`config.mk`:
```
export PLATFORM = sky130hd
export DESIGN_NAME = led_activity_ctrl
export DESIGN_NICKNAME = d
export VERILOG_FILES = /design/src/rtl/led_activity_ctrl.sv
export SDC_FILE = /design/constraint.sdc
export NUM_CORES = 1
export LEC_CHECK = 0
export ABC_AREA = 1
export ABC_CLOCK_PERIOD_IN_PS = 4850
export BUFFER_PORTS_ARGS = -buffer_cell sky130_fd_sc_hd__buf_2
export CORE_MARGIN = 8
export CORE_UTILIZATION = 30
export CTS_BUF_LIST = sky130_fd_sc_hd__clkbuf_16
export CTS_CLUSTER_DIAMETER = 100
export CTS_CLUSTER_SIZE = 40
export DETAILED_ROUTE_END_ITERATION = 12
export SYNTH_ARGS = -nofsm -noshare
export SYNTH_HDL_FRONTEND = slang
export SYNTH_SLANG_ARGS = --single-unit
```
`constraint.sdc`:
```
create_clock -name clk -period 4.85 [get_ports clk]
set_input_delay 0.97 -clock clk [delete_from_list [all_inputs] [get_ports clk]]
set_output_delay 0.97 -clock clk [all_outputs]
set_load 0.01 [all_outputs]
```
`src/rtl/led_activity_ctrl.sv`:
```
// Multi-channel status LED driver.
// Each channel either stretches short activity pulses into visible flashes or
// shows a synchronised status level solid or blinking. A shared PWM stage
// dims every channel together, and the LED outputs are registered.
module led_activity_ctrl #(
  parameter int unsigned NCH       = 4,
  parameter int unsigned HOLD      = 1000000,
  parameter int unsigned BLINK_DIV = 6000000,
  parameter int unsigned BR_W      = 4
) (
  input  logic                 clk,
  input  logic                 rst,
  input  logic [NCH-1:0]       act,
  input  logic [NCH-1:0]       lvl,
  input  logic [2*NCH-1:0]     mode,
  input  logic [BR_W-1:0]      brightness,
  output logic [NCH-1:0]       led
);

  localparam int unsigned CNT_W = $clog2(HOLD + 1);
  localparam int unsigned DIV_W = (BLINK_DIV > 1) ? $clog2(BLINK_DIV) : 1;

  localparam logic [CNT_W-1:0] HOLD_V   = CNT_W'(HOLD);
  localparam logic [DIV_W-1:0] DIV_LAST = DIV_W'(BLINK_DIV - 1);

  localparam logic [1:0] MODE_OFF     = 2'b00;
  localparam logic [1:0] MODE_STRETCH = 2'b01;
  localparam logic [1:0] MODE_SOLID   = 2'b10;
  localparam logic [1:0] MODE_BLINK   = 2'b11;

  logic [NCH-1:0]   hold_on_c;
  logic [NCH-1:0]   lvl_m;
  logic [NCH-1:0]   lvl_s;
  logic [DIV_W-1:0] div_cnt;
  logic             phase;
  logic [BR_W-1:0]  pwm_cnt;
  logic             pwm_on_c;
  logic [NCH-1:0]   core_c;

  // Per-channel hold counters: activity reloads, otherwise saturating count-down
  for (genvar g = 0; g < NCH; g++) begin : g_hold
    logic [CNT_W-1:0] cnt;

    // Reload on activity (even mid-hold), otherwise decrement towards zero
    always_ff @(posedge clk or posedge rst) begin
      if (rst) begin
        cnt <= '0;
      end else if (act[g]) begin
        cnt <= HOLD_V;
      end else if (cnt != '0) begin
        cnt <= cnt - CNT_W'(1);
      end
    end

    assign hold_on_c[g] = (cnt != '0);
  end

  // Two-flop synchroniser for the asynchronous status levels
  always_ff @(posedge clk or posedge rst) begin
    if (rst) begin
      lvl_m <= '0;
      lvl_s <= '0;
    end else begin
      lvl_m <= lvl;
      lvl_s <= lvl_m;
    end
  end

  // Blink prescaler: phase toggles once every BLINK_DIV cycles
  always_ff @(posedge clk or posedge rst) begin
    if (rst) begin
      div_cnt <= '0;
      phase   <= 1'b0;
    end else if (div_cnt == DIV_LAST) begin
      div_cnt <= '0;
      phase   <= ~phase;
    end else begin
      div_cnt <= div_cnt + DIV_W'(1);
    end
  end

  // Free-running PWM counter, wraps naturally
  always_ff @(posedge clk or posedge rst) begin
    if (rst) begin
      pwm_cnt <= '0;
    end else begin
      pwm_cnt <= pwm_cnt + BR_W'(1);
    end
  end

  // All-ones brightness forces the PWM fully on
  assign pwm_on_c = (brightness == {BR_W{1'b1}}) || (pwm_cnt < brightness);

  // Per-channel source selection
  always_comb begin
    core_c = '0;
    for (int i = 0; i < NCH; i++) begin
      case (mode[2*i +: 2])
        MODE_OFF:     core_c[i] = 1'b0;
        MODE_STRETCH: core_c[i] = hold_on_c[i];
        MODE_SOLID:   core_c[i] = lvl_s[i];
        MODE_BLINK:   core_c[i] = lvl_s[i] & phase;
        default:      core_c[i] = 1'b0;
      endcase
    end
  end

  // Registered LED drive, gated by the shared PWM
  always_ff @(posedge clk or posedge rst) begin
    if (rst) begin
      led <= '0;
    end else begin
      led <= core_c & {NCH{pwm_on_c}};
    end
  end

endmodule

```
==> results of run 1 <==
-- sequential cells by signal, indices dropped and copies added, names as in the netlist --
| signal | cells |
|---|---|
| phase | 1 |
| pwm_cnt | 4 |
| g_hold.cnt | 80 |
| led | 4 |
| lvl_s | 4 |
| lvl_m | 4 |
| div_cnt | 23 |
-- area by class of cell --
| cell class | instances | area share, % |
|---|---|---|
| clock buffer | 17 | 5.13 |
| clock inverter | 13 | 1.69 |
| inverter | 165 | 7.51 |
| multi-input combinational | 735 | 42.9 |
| sequential | 120 | 36.2 |
| tap | 324 | 4.88 |
| timing repair buffer | 27 | 1.69 |
-- logic make-up after synthesis --
| kind of cell | share of synthesized area (%) |
|---|---|
| simple gates | 40.7 |
| buf+inv | 9.19 |
| compound gates | 3.69 |
| xor+xnor | 2.67 |
| flops | 41.5 |
| fa+ha+maj | 2.25 |
-- per-layer routing --
metal | up-vias | routed length [um] | part of all wire, %
li1 | 3285 | - | -
met1 | 2900 | 8440 | 49
met2 | 130 | 7910 | 46
met3 | 7 | 723 | 4.2
met4 | 0 | 139 | 0.81
met5 | - | 0 | 0
-- worst paths after layout --
check / depth (start not counted) / startpoint / endpoint
setup / recovery: 1 / led[2] / led[2]
hold / removal: 0 / lvl_m[0] / lvl_s[0]
setup reg to reg: 9 / g_hold[0].cnt[0] / g_hold[0].cnt[10]
hold reg to reg: 0 / lvl_m[0] / lvl_s[0]
max in group asynchronous: 3 / rst / g_hold[0].cnt[12]
min in group asynchronous: 2 / rst / g_hold[3].cnt[14]
-- stage by stage --
step | power, mW | hold slack (ns) | cells
floorplan | 1.40 | 0.331 | 1028
global placement | 1.49 | 0.332 | 1371
detailed placement | 1.50 | 0.335 | 1371
CTS | 2.75 | 0.337 | 1401
global route | 2.86 | 0.353 | 1401
finish | 2.72 | 0.336 | 1401
-- cell usage in the layout, fill, tap and decap left out, drive strengths merged, types with 6 or more instances in the layout --
master  synthesis  final
nand2         244    244
nor2          237    237
inv           163    167
dfrtp         120    120
nand3         116    116
nand4          32     32
buf             7     27
a21oi          26     26
o21ai          22     22
xor2           20     20
clkbuf          1     17
ha             13     13
nand3b          9      9
clkinv          2      7
nor3            6      6
-- power by group through the flow --
stage	Sequential (mW)	Clock [mW]	Combinational, mW
after floorplan	1.11	0	0.285
after global placement	1.12	0	0.369
after detailed placement	1.12	0	0.373
after CTS	1.11	1.27	0.377
after global routing	1.11	1.31	0.434
final	1.11	1.24	0.375
-- worst reg2reg max path, cell delays in order, from the launching register on --
cell     delay [ns]
dfrtp_1        0.38
inv_1          0.22
ha_1           0.29
nand2_1        0.13
nor2_2         0.26
nand2_1        0.11
inv_1          0.08
nand2_1        0.05
nand3_1        0.06
nor2_1         0.04
==> reports/qor.yml, run 1 <==
global_route:
  overflow: 0
  gr-usage-met2_pct: 20.2
  grt_use_met1_pct: 16.8
  use_met3_pct: 2.73
  grt_pass1_vias: 6223
  antenna_found_initial: 0
  grt_max_degree: 72
  grt_pass1_wl_um: 30100
  track_usage_pct: 12.6
  grt.busiest_layer: "met2"
place:
  port_buffers: 25
  preCtsSetupSlack_ns: 2.54
  dp_hpwl_um: 12900
  finalWeightedCongestion: 0.878
  placed_cell_area_um2: 7730
clocking:
  htreeDepth: 4
  holdBufCountCts: 0
  cts_root_buf: "clkbuf_16"
  clockBufferDepth: 2
  cts_sinks: 120
  postCtsResizedCells: 0
  cts_made_buffers: 17
  clk_pin_slew_ns: 0.06
  clk_latency_ns: 0.42
  cts_tree: "done"
  post_cts_buffers: 0
power:
  leakage_nw: 4.01
  clkPwrFrac_pct: 45.5
  powerDensity_nw_per_um2: 328
  irDropWorstVdd_mv: 0.179
  seqPwrFrac_pct: 40.7
  internal_power_mw: 1.96
  p_sw_share_pct: 27.9
  switchingPower_mw: 0.760
  combPwrFrac_pct: 13.8
sta:
  worstMarginPinSlew_ns: 0.883
  maxSlewHeadroom_pct: 41.1
  fin_crit_sh_pct: 39.9
  worst_slack_ns: 2.92
  final-hold-violation-count: 0
  fin_skew_ns: 0.0111
  period_minus_slack_ns: 1.93
  fmax_mhz: 517
  grt_setup_unrepaired: "no"
  slew_violations: 0
  finalSetupTns_ns: 0
  setup_viol: 0
final_layout:
  seq_area_um2: 3000
  multi_input_area_um2: 3560
  fillers: 2561
  fin_nets: 1101
  area_growth_pct: 14.8
  finalInstanceArea_um2: 8300
  drive_gt1_share_pct: 10.0
  utilization_pct: 34.6
  antenna_cells: 0
setup_path:
  critPathArrivalTime_ns: 0.96
  path_delay_family: "flip-flops"
  slowest_delay_ns: 0.40
  crit_path_top_delay_cell: "dfrtp_1"
  end_kind: "output port"
  critPathMaxFanout: 1
  path_buf_inv: 1
  cp_cell_sequence: "buf_2"
  start_kind: "flip-flop"
  rrSetupSlack_ns: 3.11
  crit_type: "reg2out"
  cp.required_ns: 3.88
logic_synthesis:
  ys_seq_elements: 120
  synthArstFlopShare_pct: 100
  synth.most_common_cell: "nand2_1"
  yosys-top-cells-area: "dfrtp_1, nand2_1, nor2_1"
  synth-edff-count: 0
  syn_nets: 1063
  syn-cell-area_um2: 7230
  synth_top_area_cell: "dfrtp_1"
  ys_seq_area_share_pct: 41.5
  ys.flop_type: "dfrtp_1"
  synth_cell_types: 34
  synth_top_area_share_pct: 41.5
  syn-mean-instance-area_um2: 7.03
  ys_warn_count: 0
  syn_inst: 1028
  synthTopCellsByCount: "nand2_1, nor2_1, inv_1"
routing:
  drtAntennaViolNets: 0
  vias_per_cell: 4.51
  vias: 6322
  dr.pass1.iters: 5
  drcViolationCount: 0
  wl_per_cell_um: 12.3
  drt_iter0_markers: 415
  wl_um: 17200
floorplanning:
  start_util_pct: 30.2
  dieArea_um2: 29300
  io_pins: 26
  die_w_um: 171
  num_rows: 57
  fp.coreArea_um2: 24000
  fp.dieH_um: 171
flow_run:
  cap_violations: 0
run_status:
  status: "completed"
hold_path:
  hp-class: "reg2reg"
No activity file was read; power rests on OpenSTA's default activity.
==> run 2: changes to the inputs <==
ABC_CLOCK_PERIOD_IN_PS = 1790   (was 4850)
clock period = 1.79 ns   (was 4.85 ns; I/O delays follow)
==> reports/qor.yml, run 2 (synthesis results as in run 1) <==
sta:
  slew_violations: 0  # unchanged
  hold_slack_ns: 0.0439  # -0.293 ns
  fin_crit_sh_pct: 88.4
  worst_slack_ns: 0.208  # -2.71 ns
  worstMarginPinSlew_ns: 0.489  # -0.394 ns
  final-hold-violation-count: 0  # unchanged
  period_minus_slack_ns: 1.58
  finalSetupTns_ns: 0  # unchanged
  fin_skew_ns: 0.00871  # -0.00235 ns
  maxSlewHeadroom_pct: 67.4  # +26 points
  fmax_mhz: 632
  setup_viol: 0  # unchanged
  grt_setup_unrepaired: "no"
routing:
  wl_um: 17100  # -0.48%
  wl_per_cell_um: 12.1  # -1.3%
  drcViolationCount: 0  # unchanged
  vias: 6418  # +1.5%
  dr.pass1.iters: 7  # +2
  drt_iter0_markers: 524  # +26%
  vias_per_cell: 4.54  # +0.66%
  drtAntennaViolNets: 0  # unchanged
floorplanning:
  fp.coreArea_um2: 24000  # unchanged
  num_rows: 57  # unchanged
  io_pins: 26  # unchanged
  start_util_pct: 30.2  # unchanged
  die_w_um: 171  # unchanged
  dieArea_um2: 29300  # unchanged
  fp.dieH_um: 171  # unchanged
clocking:
  post_cts_buffers: 0  # unchanged
  clockBufferDepth: 2  # unchanged
  cts_tree: "done"
  cts_made_buffers: 17  # unchanged
  clk_latency_ns: 0.42  # about the same
  htreeDepth: 4  # unchanged
  cts_sinks: 120  # unchanged
  cts_root_buf: "clkbuf_16"
  clk_pin_slew_ns: 0.06  # about the same
power:
  total_power_mw: 7.58  # +180%
  irDropWorstVdd_mv: 0.480  # +170%
  leakage_nw: 4.07  # +1.5%
  powerDensity_nw_per_um2: 895  # +170%
global_route:
  grt_pass1_vias: 6325  # +1.6%
  grt_max_degree: 40  # -44%
  grt_pass1_wl_um: 29600  # -1.9%
  antenna_found_initial: 0  # unchanged
  overflow: 0  # unchanged
  track_usage_pct: 12.5  # -0.17 points
setup_path:
  start_kind: "flip-flop"
  critPathMaxFanout: 8  # +7
  cp.required_ns: 2.09  # -1.79 ns
  worstReg2RegStart: "g_hold[1].cnt[0]"
  end_kind: "flip-flop"
  critPathArrivalTime_ns: 1.88  # +0.92 ns
  worstSetupStartpoint: "g_hold[1].cnt[0]"
  crit_type: "reg2reg"
final_layout:
  final_cell_mix: "nand2_1, nor2_1, inv_1"
  reg.largest.list: "g_hold.cnt: 80 flops, div_cnt: 23 flops"
  top_register: "g_hold.cnt"
  antenna_cells: 0  # unchanged
  final_common_cell: "nand2_1"
  largest_register_ffs: 80  # unchanged
  drive_gt1_share_pct: 11.2  # +1.2 points
  area_growth_pct: 17.1
  fin_nets: 1112  # +1.0%
hold_path:
  hp-class: "in2reg"
  hold_start: "lvl[2]"
flow_run:
  cap_violations: 0  # unchanged
place:
  preCtsSetupSlack_ns: 0.201  # -2.33 ns
  finalWeightedCongestion: 0.889  # +1.3%
  dp_hpwl_um: 13000  # +0.90%
  port_buffers: 25  # unchanged
run_status:
  status: "completed"
==> run 2: changes by cell type in the layout (fill, tap and decap cells not counted) <==
cell	previous run	this run
buf_12	0	3
buf_4	2	9
bufinv_16	3	4
clkinv_1	3	4
clkinv_2	4	3
clkinv_4	0	1
clkinvlp_4	1	4
dlygate4sd3_1	0	1
ha_1	13	12
ha_2	0	1
inv_1	162	159
inv_4	1	0
==> run 2: area by class of cell <==
cell class / count / area [um2]
Fill cell: 2531 / 15500
Multi-Input combinational cell: 735 / 3560
Sequential cell: 120 / 3000
Inverter: 165 / 624
Clock buffer: 17 / 425
Tap cell: 324 / 405
Timing Repair Buffer: 38 / 263
Clock inverter: 14 / 181
==> run 2: worst max-delay path, cell delays in order, from the launching register on <==
cell and delay [ns]:
dfrtp_1 0.36, inv_1 0.17, ha_1 0.20, nand3_1 0.08, nor2_1 0.15, nand4_1 0.22
inv_2 0.21, nor2_1 0.07
==> run 2: worst paths after layout <==
| path | slack, ns | endpoint | cells past startpoint |
|---|---|---|---|
| worst max-delay path | 0.21 | g_hold[1].cnt[10] | 7 |
| worst min-delay path | 0.04 | lvl_m[2] | 1 |
| worst max register to register | 0.21 | g_hold[1].cnt[10] | 7 |
| worst min register to register | 0.38 | lvl_s[0] | 0 |
| max in group asynchronous | 0.83 | g_hold[3].cnt[6] | 4 |
| min in group asynchronous | 0.45 | lvl_s[1] | 3 |
==> run 2: stage by stage <==
stage | cells | cell area, um2 | util [%]
2_1_floorplan | 1028 | 7230 | -
3_5_place_dp | 1381 | 7850 | 32.7
4_1_cts | 1413 | 8460 | 35.3
5_1_grt | 1413 | 8470 | 35.3
6_report | 1413 | 8470 | 35.3
3_3_place_gp | 1381 | 7850 | 32.7
==> run 2: layer usage <==
layer / global-route usage [%] / wire length (um)
met5: 0 / 0
met4: 4.01 / 214
met3: 2.57 / 665
met2: 20.6 / 8170
met1: 16.1 / 8090
==> run 2: report_power, final <==
group	internal, mW	switching [mW]	total (mW)	leakage, nW
logic	0.344	0.702	1.05	2.32
registers	2.86	0.145	3.00	1.47
clock network	2.30	1.23	3.54	0.288
==> run 2: timing repair <==
item / CTS / global route
setup endpoints to repair: 0 / 2
gates resized for setup: 0 / 1
hold endpoints to repair: 6 / 0
hold buffers: 1 / 0
==> run 3: changes to the inputs <==
PLACE_DENSITY = 0.43   (was not set)
==> reports/qor.yml, run 3 (synthesis results as in run 1) <==
final_layout:
  antenna_cells: 0  # unchanged
  reg.largest.list: "g_hold.cnt: 80 flops, div_cnt: 23 flops"
  finalInstanceArea_um2: 8470  # about the same
  drive_gt1_share_pct: 11.3  # +0.071 points
  utilization_pct: 35.3  # about the same
  largest_register_ffs: 80  # unchanged
  final_cell_mix: "nand2_1, nor2_1, inv_1"
  fillers: 2578  # +1.9%
  final_common_cell: "nand2_1"
  seq_area_um2: 3000  # unchanged
  fin_nets: 1113  # +0.090%
  multi_input_area_um2: 3570  # about the same
  top_register: "g_hold.cnt"
  area_growth_pct: 17.1  # about the same
setup_path:
  critPathArrivalTime_ns: 1.96  # +0.08 ns
  worstReg2RegStart: "div_cnt[0]"
  r2r_end: "div_cnt[15]"
  start_kind: "flip-flop"
  path_delay_family: "simple AND/OR/NAND/NOR gates"
  cp.required_ns: 2.09  # about the same
  end_kind: "flip-flop"
  slowest_delay_ns: 0.38  # +0.02 ns
  cp_cell_sequence: "ha_1 > nand3_2 > nor3_1 > nand3_1 > inv_2 > nor2_1"
  rrSetupSlack_ns: 0.13  # -0.08 ns
  ff2ff_path_depth: 6  # -1
  crit_type: "reg2reg"
  path_buf_inv: 1  # -1
  critPathMaxFanout: 7  # -1
  crit_path_top_delay_cell: "dfrtp_1"
sta:
  period_minus_slack_ns: 1.66  # +0.0801 ns
  worstMarginPinSlew_ns: 0.557  # +0.0682 ns
  fin_skew_ns: 0.0115  # +0.00278 ns
  fin_crit_sh_pct: 92.9  # +4.5 points
  setup_viol: 0  # unchanged
  maxSlewHeadroom_pct: 62.8  # -4.5 points
  fmax_mhz: 602  # -4.8%
  slew_violations: 0  # unchanged
  final-hold-violation-count: 0  # unchanged
  grt_setup_unrepaired: "no"
power:
  irDropWorstVdd_mv: 0.475  # -1.1%
  leakage_nw: 4.07  # +0.11%
  powerDensity_nw_per_um2: 907  # +1.3%
global_route:
  grt_use_met1_pct: 19.0  # +2.9 points
  gr-usage-met2_pct: 21.2  # +0.61 points
  track_usage_pct: 13.7  # +1.2 points
  use_met3_pct: 2.59  # +0.023 points
  antenna_found_initial: 0  # unchanged
  overflow: 0  # unchanged
  grt_pass1_wl_um: 31900  # +8.0%
  grt_max_degree: 55  # +38%
  grt_pass1_vias: 6337  # +0.19%
  grt.busiest_layer: "met2"
clocking:
  clockBufferDepth: 2  # unchanged
  cts_root_buf: "clkbuf_16"
  htreeDepth: 4  # unchanged
  clk_latency_ns: 0.42  # about the same
  cts_tree: "done"
  cts_made_buffers: 17  # unchanged
  cts_sinks: 120  # unchanged
  clk_pin_slew_ns: 0.06  # about the same
hold_path:
  hold_start: "lvl[3]"
  hp-class: "in2reg"
  hold_path_depth: 1  # unchanged
  hold_path_end: "lvl_m[3]"
routing:
  drt_iter0_markers: 480  # -8.4%
  drtAntennaViolNets: 0  # unchanged
  wl_per_cell_um: 13.3  # +9.3%
  vias_per_cell: 4.45  # -2.0%
  drcViolationCount: 0  # unchanged
  dr.pass1.iters: 5  # -2
  vias: 6298  # -1.9%
  wl_um: 18800  # +9.5%
floorplanning:
  io_pins: 26  # unchanged
  fp.dieH_um: 171  # unchanged
  die_w_um: 171  # unchanged
  fp.coreArea_um2: 24000  # unchanged
  start_util_pct: 30.2  # unchanged
  dieArea_um2: 29300  # unchanged
  num_rows: 57  # unchanged
place:
  dp_hpwl_um: 14300  # +10%
  placed_cell_area_um2: 7840  # about the same
  port_buffers: 25  # unchanged
  finalWeightedCongestion: 0.851  # -4.4%
run_status:
  status: "completed"
flow_run:
  cap_violations: 0  # unchanged
run 3: changes by cell type in the layout (fill, tap and decap cells not counted), sizes merged:
cell,previous run,this run
buf,37,38
clkinv,8,9
run 3: where the power goes:
part	leakage, nW	internal [mW]	switching, mW	total, mW
Sequential	1.47	2.85	0.148	3.00
Clock	0.291	2.31	1.30	3.61
Combinational	2.32	0.346	0.721	1.07
run 3: worst max path at each step:
stage                                   end  depth (start not counted)             start
final                           div_cnt[15]                          6        div_cnt[0]
after global routing      g_hold[1].cnt[10]                          7  g_hold[1].cnt[0]
after detailed placement  g_hold[1].cnt[12]                          7  g_hold[1].cnt[0]
after floorplan                  div_cnt[0]                          1               rst
after CTS                       div_cnt[15]                          6        div_cnt[0]
after global placement    g_hold[1].cnt[12]                          7  g_hold[1].cnt[0]
run 3: worst reg2reg max path, cell delays in order (launching register included):
cell and delay [ns]:
dfrtp_1 0.38, ha_1 0.24, nand3_2 0.18, nor3_1 0.20
nand3_1 0.27, inv_2 0.22, nor2_1 0.07
run 3: area by class of cell:
type | count | share of cell area (%)
Tap cell | 324 | 4.79
Timing Repair Buffer | 39 | 3.04
Inverter | 165 | 7.38
Multi-Input combinational cell | 735 | 42.1
Sequential cell | 120 | 35.5
Clock buffer | 17 | 5.03
Clock inverter | 15 | 2.16
run 3: per-stage QoR:
stage | TNS (ns) | worst slack (ns) | power [mW] | hold WS (ns) | std cells
floorplan | -4.48 | -0.0373 | 3.79 | 0.331 | 1028
global placement | 0 | 0.102 | 4.13 | 0.335 | 1382
detailed placement | 0 | 0.131 | 4.12 | 0.335 | 1382
CTS | 0 | 0.122 | 7.80 | 0.0315 | 1415
global route | 0 | 0.00289 | 8.09 | 0.0221 | 1415
finish | 0 | 0.128 | 7.68 | 0.0539 | 1415
run 3: repair_timing:
| action | in CTS | in global routing |
|---|---|---|
| resized for setup | 0 | 1 |
| endpoints found under the hold margin | 16 | 0 |
| setup buffers | 0 | 0 |
| setup endpoints to repair | 0 | 1 |
| hold buffers | 1 | 0 |
run 3: routing by layer:
metal / share of wire [%] / wire, um
met1: 52 / 9820
met2: 44 / 8190
met3: 3.0 / 562
met4: 1.0 / 187
met5: 0 / 0
